## src/rtl/vga_timing_gen.sv

```systemverilog
// VGA timing generator: walks a pixel/line raster one position per enabled
// strobe and produces sync, blanking, coordinates and frame/line events.
// Every output is a flop loaded from the decode of the next counter values, so
// each output describes the current position without extra latency or glitches.
module vga_timing_gen #(
    parameter int H_ACTIVE  = 640,
    parameter int H_FP      = 16,
    parameter int H_SYNC    = 96,
    parameter int H_BP      = 48,
    parameter int V_ACTIVE  = 480,
    parameter int V_FP      = 10,
    parameter int V_SYNC    = 2,
    parameter int V_BP      = 33,
    parameter bit HSYNC_POL = 1'b0,
    parameter bit VSYNC_POL = 1'b0,
    parameter int CW        = 10,
    parameter int FW        = 8
) (
    input  logic          clk,
    input  logic          rst,
    input  logic          strobe,
    input  logic          en,
    input  logic [CW-1:0] line_cmp,
    output logic          hsync,
    output logic          vsync,
    output logic          blank,
    output logic          active,
    output logic [CW-1:0] xpos,
    output logic [CW-1:0] ypos,
    output logic          sol,
    output logic          sof,
    output logic          line_irq,
    output logic [FW-1:0] frame_cnt
);

    localparam int H_TOTAL = H_ACTIVE + H_FP + H_SYNC + H_BP;
    localparam int V_TOTAL = V_ACTIVE + V_FP + V_SYNC + V_BP;

    // Refuse geometries whose counters cannot fit in CW bits or that have an
    // empty region (an empty region would make the region decodes ambiguous).
    if (H_TOTAL - 1 > 2**CW - 1 || V_TOTAL - 1 > 2**CW - 1) begin : g_bad_width
        $error("vga_timing_gen: H_TOTAL/V_TOTAL do not fit in CW bits");
    end
    if (H_ACTIVE == 0 || H_FP == 0 || H_SYNC == 0 || H_BP == 0 ||
        V_ACTIVE == 0 || V_FP == 0 || V_SYNC == 0 || V_BP == 0) begin : g_bad_zero
        $error("vga_timing_gen: every H_*/V_* timing parameter must be non-zero");
    end

    // Region boundaries expressed at counter width.
    localparam logic [CW-1:0] H_LAST  = CW'(H_TOTAL - 1);
    localparam logic [CW-1:0] V_LAST  = CW'(V_TOTAL - 1);
    localparam logic [CW-1:0] H_ACT   = CW'(H_ACTIVE);
    localparam logic [CW-1:0] V_ACT   = CW'(V_ACTIVE);
    localparam logic [CW-1:0] X_MAX   = CW'(H_ACTIVE - 1);
    localparam logic [CW-1:0] Y_MAX   = CW'(V_ACTIVE - 1);
    localparam logic [CW-1:0] HS_BEG  = CW'(H_ACTIVE + H_FP);
    localparam logic [CW-1:0] HS_END  = CW'(H_ACTIVE + H_FP + H_SYNC);
    localparam logic [CW-1:0] VS_BEG  = CW'(V_ACTIVE + V_FP);
    localparam logic [CW-1:0] VS_END  = CW'(V_ACTIVE + V_FP + V_SYNC);

    logic [CW-1:0] hcnt_q, hcnt_d;
    logic [CW-1:0] vcnt_q, vcnt_d;
    logic [FW-1:0] frame_cnt_q, frame_cnt_d;
    logic [CW-1:0] xpos_q, xpos_d;
    logic [CW-1:0] ypos_q, ypos_d;
    logic          hsync_q, hsync_d;
    logic          vsync_q, vsync_d;
    logic          active_q, active_d;
    logic          sol_q, sol_d;
    logic          sof_q, sof_d;
    logic          line_irq_q, line_irq_d;
    logic          tick;
    logic          h_wrap;
    logic          v_wrap;

    // Next raster position, events, and output decode of that next position.
    always_comb begin
        tick        = strobe & en;
        h_wrap      = (hcnt_q == H_LAST);
        v_wrap      = (vcnt_q == V_LAST);
        hcnt_d      = hcnt_q;
        vcnt_d      = vcnt_q;
        frame_cnt_d = frame_cnt_q;
        sol_d       = 1'b0;
        sof_d       = 1'b0;

        if (tick) begin
            if (h_wrap) begin
                hcnt_d = '0;
                sol_d  = 1'b1;
                if (v_wrap) begin
                    vcnt_d      = '0;
                    sof_d       = 1'b1;
                    frame_cnt_d = frame_cnt_q + 1'b1;
                end else begin
                    vcnt_d = vcnt_q + 1'b1;
                end
            end else begin
                hcnt_d = hcnt_q + 1'b1;
            end
        end

        // vcnt_d never reaches V_TOTAL, so an out-of-range compare value
        // can never match.
        line_irq_d = sol_d && (vcnt_d == line_cmp);

        active_d = (hcnt_d < H_ACT) && (vcnt_d < V_ACT);
        hsync_d  = (hcnt_d >= HS_BEG && hcnt_d < HS_END) ? HSYNC_POL : ~HSYNC_POL;
        vsync_d  = (vcnt_d >= VS_BEG && vcnt_d < VS_END) ? VSYNC_POL : ~VSYNC_POL;
        xpos_d   = (hcnt_d < H_ACT) ? hcnt_d : X_MAX;
        ypos_d   = (vcnt_d < V_ACT) ? vcnt_d : Y_MAX;
    end

    // State and output registers; reset parks the raster at the first pixel.
    always_ff @(posedge clk or negedge rst) begin
        if (!rst) begin
            hcnt_q      <= '0;
            vcnt_q      <= '0;
            frame_cnt_q <= '0;
            xpos_q      <= '0;
            ypos_q      <= '0;
            hsync_q     <= ~HSYNC_POL;
            vsync_q     <= ~VSYNC_POL;
            active_q    <= 1'b1;
            sol_q       <= 1'b0;
            sof_q       <= 1'b0;
            line_irq_q  <= 1'b0;
        end else begin
            hcnt_q      <= hcnt_d;
            vcnt_q      <= vcnt_d;
            frame_cnt_q <= frame_cnt_d;
            xpos_q      <= xpos_d;
            ypos_q      <= ypos_d;
            hsync_q     <= hsync_d;
            vsync_q     <= vsync_d;
            active_q    <= active_d;
            sol_q       <= sol_d;
            sof_q       <= sof_d;
            line_irq_q  <= line_irq_d;
        end
    end

    assign hsync     = hsync_q;
    assign vsync     = vsync_q;
    assign active    = active_q;
    assign blank     = ~active_q;
    assign xpos      = xpos_q;
    assign ypos      = ypos_q;
    assign sol       = sol_q;
    assign sof       = sof_q;
    assign line_irq  = line_irq_q;
    assign frame_cnt = frame_cnt_q;

endmodule

```

## config.mk

```make
export PLATFORM = sky130hd
export DESIGN_NAME = vga_timing_gen
export DESIGN_NICKNAME = d
export VERILOG_FILES = /design/src/rtl/vga_timing_gen.sv
export SDC_FILE = /design/constraint.sdc
export NUM_CORES = 1
export LEC_CHECK = 0
export CORE_ASPECT_RATIO = 0.7
export CORE_MARGIN = 3
export CORE_UTILIZATION = 52
export DETAILED_ROUTE_END_ITERATION = 7
export PLACE_DENSITY = 0.78
export SETUP_SLACK_MARGIN = 0.15
export SLEW_MARGIN = 20
export SYNTH_ARGS = -nofsm -noshare
export SYNTH_HDL_FRONTEND = slang
export SYNTH_SLANG_ARGS = --single-unit
export TNS_END_PERCENT = 50
```

## constraint.sdc

```tcl
create_clock -name clk -period 4.02 [get_ports clk]
set_input_delay 0.402 -clock clk [delete_from_list [all_inputs] [get_ports clk]]
set_output_delay 0.402 -clock clk [all_outputs]
set_load 0.05 [all_outputs]
```

==> flow_summary.toml, run 1 <==
[run_status]
status = "finished, final reports clean"

[synth]
avgSynthCellArea_um2 = 10.0
post-synth-top-area-cell = "dfrtp_1"
synth_cell_types = 46
syn_area_mm2 = 0.00261
synth_compound_area_share_pct = 9.34
yosys-top-cells-area = "dfrtp_1 (49%), xnor2_1 (4.4%), nand2_1 (3.9%)"
synth_top_family_by_area = "simple AND/OR/NAND/NOR gates"
synthCells = 261
synth_top_area_share_pct = 48.9
synth_ff_type = "dfrtp_1"
synthSimpleGateAreaFrac_pct = 24.3
synth.yosys.seq_area_share_pct = 51.9
ys_ff_latch = 54
synth_nets = 279
synth_xor_area_share_pct = 7.71
synthArstFlopShare_pct = 100
yosys_warnings = 0
synth_edf_count = 0
synthMuxAreaShare_pct = 1.20
synth_fa_ha_area_share_pct = 1.92

[sta]
max-slew-margin-rel_pct = 55.1
fin_worst_skew_ps = 7.97
tns_ps = 0
period_share_pct = 83.9
rsz0062_at_grt = "no"
min_period_ps = 3370
slew_violations = 0
final_hold_viol_count = 0
finalSetupViolations = 0
hold_ws_ps = 197
timing_worst_slew_pin_value_ps = 674
max_freq_mhz = 297

[setup_path]
crit_fanout = 15
path_class = "flop to flop"
critPathLaunchType = "flop"
crit_path_end_kind = "flop"
crit_arrival_ps = 3610
cp.required_ps = 4260
ff2ff_path_depth = 8

[job]
max-cap-violations = 0

[routing]
drt_iter0_drc = 197
vias = 2100
routed_wl_um = 6140
firstDrtPassIters = 5
vias_per_cell = 5.53
wl_per_cell_um = 16.1
final_antenna_net_count = 0
drc_errors = 0

[clock_tree]
root_buffer = "clkbuf_8"
clock_latency_ps = 310
cts_resized = 0
htreeDepth = 2
cts_setup_buffers = 0
cts_tree = "yes"
path_clk_slew_ps = 100
cts.sinks = 54
clk_path_buf_depth = 2
numCtsBuffers = 5
hold_buffers = 0

[place]
gp_congestion = 0.917
place_inst = 372
port_buffers = 48
dp_hpwl_um = 4450

[grt]
grt_pass1_wl_um = 10300
antenna_found_initial = 0
grt_pass1_vias = 2037
gr-total-overflow = 0
grt_max_degree = 55
grt_use_total_pct = 22.1

[die]
placementRows = 20
die_y_um = 65.3
start_util_pct = 57.0
die_x_um = 90.7
core_area_mm2 = 0.00458
ioPinCount = 49
die_area_mm2 = 0.00592

[worst_hold_path]
hp-class = "primary input to async pin"

[layout]
utilization_pct = 71.0
syn2layout_area_growth_pct = 24.4
final_net_count = 331
layout.cells.non_filler = 380
drive_above_1_share_pct = 7.01
n_antenna_cell = 0

[power]
irDropWorstVdd_uv = 194
leakage_nw = 1.47
powerDensity_mw_per_mm2 = 385
-- sequential cells by signal, summed over array words and instances, names as in the netlist --
| register | cells |
|---|---|
| xpos | 10 |
| ypos | 10 |
| vsync | 1 |
| sol | 1 |
| sof | 1 |
| vcnt_q | 10 |
| frame_cnt | 8 |
| line_irq | 1 |
| hsync | 1 |
| hcnt_q | 10 |
| active | 1 |
-- synth_stat cells (all sizes together) (6+ instances only) --
| cell type | instances |
|---|---|
| nand2b | 6 |
| nor4 | 6 |
| nand4 | 8 |
| o21ai | 12 |
| nand2 | 27 |
| nor3 | 6 |
| xnor2 | 13 |
| inv | 19 |
| xor2 | 10 |
| or4 | 6 |
| nor2 | 17 |
| nand3 | 14 |
| dfrtp | 51 |
| a21oi | 8 |
-- critical path, stage by stage, from the launching register on --
cell	delay [ps]
dfrtp_1	450
ha_1	310
or4b_4	520
or4_4	630
inv_2	260
nand3_1	210
xor2_1	230
o41a_2	530
and2_1	170
-- final timing paths --
kind / start / endpoint / slack (ps)
setup / recovery: hcnt_q[0] / active / 650
hold / removal: rst / vcnt_q[6] / 200
setup reg to reg: hcnt_q[0] / active / 650
hold reg to reg: frame_cnt[7] / frame_cnt[7] / 480
max in group asynchronous: rst / vcnt_q[9] / 3360
min in group clk: frame_cnt[7] / frame_cnt[7] / 480
-- stage by stage --
stage | power (mW) | setup slack [ps] | area, um^2
after detailed placement | 0.959 | 696 | 3170
after global routing | 1.30 | 516 | 3250
after global placement | 0.955 | 840 | 3170
after CTS | 1.25 | 673 | 3250
final | 1.25 | 648 | 3250
after floorplan | 0.839 | 1150 | 2610
-- logic make-up after synthesis --
family	after synthesis
adder cells (fa/ha/maj)	4
multiplexers	3
AO/OA/AOI/OAI	37
other	1
AND/OR/NAND/NOR	115
XOR/XNOR	23
flip-flops	54
buffers and inverters	24
-- layer usage --
metal  wire, um  GRT usage (%)  share of wire (%)
met5          0              0                  0
met4         44           5.92               0.72
met3        388           4.12                6.3
met2       2500           31.7                 41
met1       3200           34.2                 52
-- area by class of cell --
type / instances / area [um^2]
inverters: 19 / 71.3
clock buffers: 7 / 76.3
fillers: 372 / 1330
clock inverters: 1 / 7.51
multi-input cells: 183 / 1170
flip-flops and latches: 54 / 1360
well taps: 66 / 82.6
repair buffers: 50 / 490
-- cell usage in the layout (no fill, tap or decap), drive strengths merged, types with 3 or more instances in the layout --
cell type and instances:
nand2 27, nand2b 6, a21o 3, nand3 14
nor3 6, and3 4, a21oi 8, dfrtp 51
nand4 8, xor2 10, or4 6, and4 5
xnor2 13, nor4 6, inv 19, and2 4
o21ai 12, nor2 17, clkdlybuf4s50 47, ha 4
buf 3, clkbuf 7, dfstp 3
-- report_power, final --
part           switching, mW  internal (mW)  total, mW
sequential            0.0431          0.599      0.642
combinational          0.199          0.110      0.308
clock                  0.175          0.124      0.299
No activity file was read; power rests on OpenSTA's default activity.
==> run 2: changes to the inputs <==
--- a/config.mk
+++ b/config.mk
@@ -7,9 +7,9 @@
 export LEC_CHECK = 0
 export CORE_ASPECT_RATIO = 0.7
 export CORE_MARGIN = 3
-export CORE_UTILIZATION = 52
+export CORE_UTILIZATION = 47
 export DETAILED_ROUTE_END_ITERATION = 7
-export PLACE_DENSITY = 0.78
+export PLACE_DENSITY = 0.74
 export SETUP_SLACK_MARGIN = 0.15
 export SLEW_MARGIN = 20
 export SYNTH_ARGS = -nofsm -noshare
==> constraint.sdc (replaced) <==
create_clock -name clk -period 2.9 [get_ports clk]
set_input_delay 0.29 -clock clk [delete_from_list [all_inputs] [get_ports clk]]
set_output_delay 0.29 -clock clk [all_outputs]
set_load 0.05 [all_outputs]
==> run 2 against run 1 <==
Sequential share of layout area shrank 3.5 points. Flip-flop and latch count unchanged. Power grew 49%. Setup slack worse by 560 ps. Core utilization shrank 4.2 points. Critical path depth did not move. Register-to-register slack worse by 560 ps. Highest routed layer unchanged.
==> flow_summary.toml, run 2 (synthesized netlist as in run 1, its figures left out) <==
[sta]
rsz0062_at_grt = "yes"
timing_worst_slew_pin_value_ps = 849
final_hold_viol_count = 0
min_period_ps = 2810
fin_worst_skew_ps = 3.82
max-slew-margin-rel_pct = 43.4
worst_slack_ps = 87.3
finalSetupViolations = 0
max_freq_mhz = 356
period_share_pct = 97.0
slew_violations = 0

[power]
seq_power_share_pct = 47.6
netSwitchingFraction_pct = 31.7
leakage_nw = 1.61
p_int_mw = 1.27
power_frac_clock_pct = 26.2
power_switching_mw = 0.591
pwr-share-comb_pct = 26.2
powerDensity_mw_per_mm2 = 526
irDropWorstVdd_uv = 408

[die]
ioPinCount = 49
die_area_mm2 = 0.00650
die_x_um = 95.1
die_y_um = 68.4
placementRows = 22
start_util_pct = 49.2
core_area_mm2 = 0.00531

[setup_path]
crit_arrival_ps = 3060
crit_path_end_kind = "flop"
cp.required_ps = 3140
path_class = "flop to flop"
crit_fanout = 7
critPathLaunchType = "flop"

[run_status]
status = "finished, final reports clean"

[layout]
syn2layout_area_growth_pct = 35.8
final_net_count = 351
n_antenna_cell = 0
layout_common_cells = "dfrtp_1 (51), clkdlybuf4s50_1 (47), nand2_1 (27)"
stdcell_area_mm2 = 0.00355
drive_above_1_share_pct = 16.8
layout_commonest_cell = "dfrtp_1"

[clock_tree]
cts_tree = "yes"
clk_path_buf_depth = 2
path_clk_slew_ps = 90
hold_buffers = 0
clock_latency_ps = 300
numCtsBuffers = 5
root_buffer = "clkbuf_8"
cts.sinks = 54
htreeDepth = 2

[grt]
grt_use_total_pct = 19.6
grt_pass1_wl_um = 9650
grt_max_degree = 41
gr-total-overflow = 0
antenna_found_initial = 0
grt_pass1_vias = 1994

[routing]
drt_iter0_drc = 172
drc_errors = 0
routed_wl_um = 6040
vias_per_cell = 5.25
firstDrtPassIters = 4
vias = 2133
wl_per_cell_um = 14.9
final_antenna_net_count = 0

[place]
gp_congestion = 0.867
dpl-instance-area_mm2 = 0.00329
place_ws_ps = -11.2
dp_hpwl_um = 4360
port_buffers = 48

[job]
max-cap-violations = 0

[worst_hold_path]
hp-class = "primary input to async pin"
==> run 2: cell count changes in the layout (fill, tap and decap cells not counted), sizes merged <==
cell | previous run | this run
bufinv | 0 | 1
clkbuf | 7 | 5
clkinvlp | 1 | 0
buf | 3 | 23
clkinv | 0 | 2
==> run 2: critical path: stages, from the launching register on <==
cell       delay [ps]
dfrtp_1           400
ha_4              150
or4b_4            460
or4_4             610
buf_6             170
a31oi_1           130
or3b_4            420
a2111oi_4         200
and4_1            220
==> run 2: path summary, 6_finish.rpt <==
check / from / endpoint / slack, ps / depth (start not counted)
worst min register to register: frame_cnt[7] / frame_cnt[7] / 480 / 1
worst max-delay path: hcnt_q[1] / line_irq / 90 / 8
worst min-delay path: rst / xpos[7] / 90 / 1
worst max register to register: hcnt_q[1] / line_irq / 90 / 8
max in group asynchronous: rst / active / 2090 / 2
min in group clk: frame_cnt[7] / frame_cnt[7] / 480 / 1
==> run 2: routing by layer <==
layer / up-vias / global-route usage [%] / wire length [um]
met5: - / 0 / 0
met4: 0 / 5.22 / 63
met3: 10 / 4.29 / 369
li1: 1055 / - / -
met2: 63 / 27.5 / 2540
met1: 1005 / 30.2 / 3070
==> run 2: power groups by stage <==
stage	Clock [mW]	Sequential (mW)	Combinational, mW
detailed placement	0	0.900	0.463
floorplan	0	1.05	0.124
global route	0.531	0.897	0.524
global placement	0	0.895	0.456
CTS	0.499	0.887	0.476
finish	0.490	0.888	0.488
==> run 2: area by class of cell <==
type | count | area (um^2)
Sequential cell | 54 | 1360
Fill cell | 417 | 1770
Timing Repair Buffer | 70 | 644
Inverter | 19 | 76.3
Clock inverter | 3 | 40.0
Multi-Input combinational cell | 183 | 1270
Clock buffer | 5 | 68.8
Tap cell | 72 | 90.1
==> run 2: timing repair <==
| action | CTS | global route |
|---|---|---|
| setup buffers | 2 | 4 |
| pin swaps | 1 | 4 |
| resized for setup | 2 | 17 |
| endpoints found under the setup margin | 9 | 12 |
==> run 2: metrics by stage <==
step	TNS, ps	std cells	util [%]	power [mW]	hold WS, ps
after floorplan	0	261	-	1.17	-5.59
final	0	406	66.8	1.87	85.5
after global routing	-47.2	406	66.8	1.95	145
after global placement	0	392	61.9	1.35	442
after detailed placement	-11.2	392	61.9	1.36	452
after CTS	0	402	64.5	1.86	122
==> run 3: changes to the inputs <==
--- a/config.mk
+++ b/config.mk
@@ -9,6 +9,7 @@
 export CORE_MARGIN = 3
 export CORE_UTILIZATION = 47
 export DETAILED_ROUTE_END_ITERATION = 7
+export GPL_ROUTABILITY_DRIVEN = 0
 export PLACE_DENSITY = 0.74
 export SETUP_SLACK_MARGIN = 0.15
 export SLEW_MARGIN = 20
==> results of run 3 <==
Final layout, timing and power as in run 2 (identical DEF).
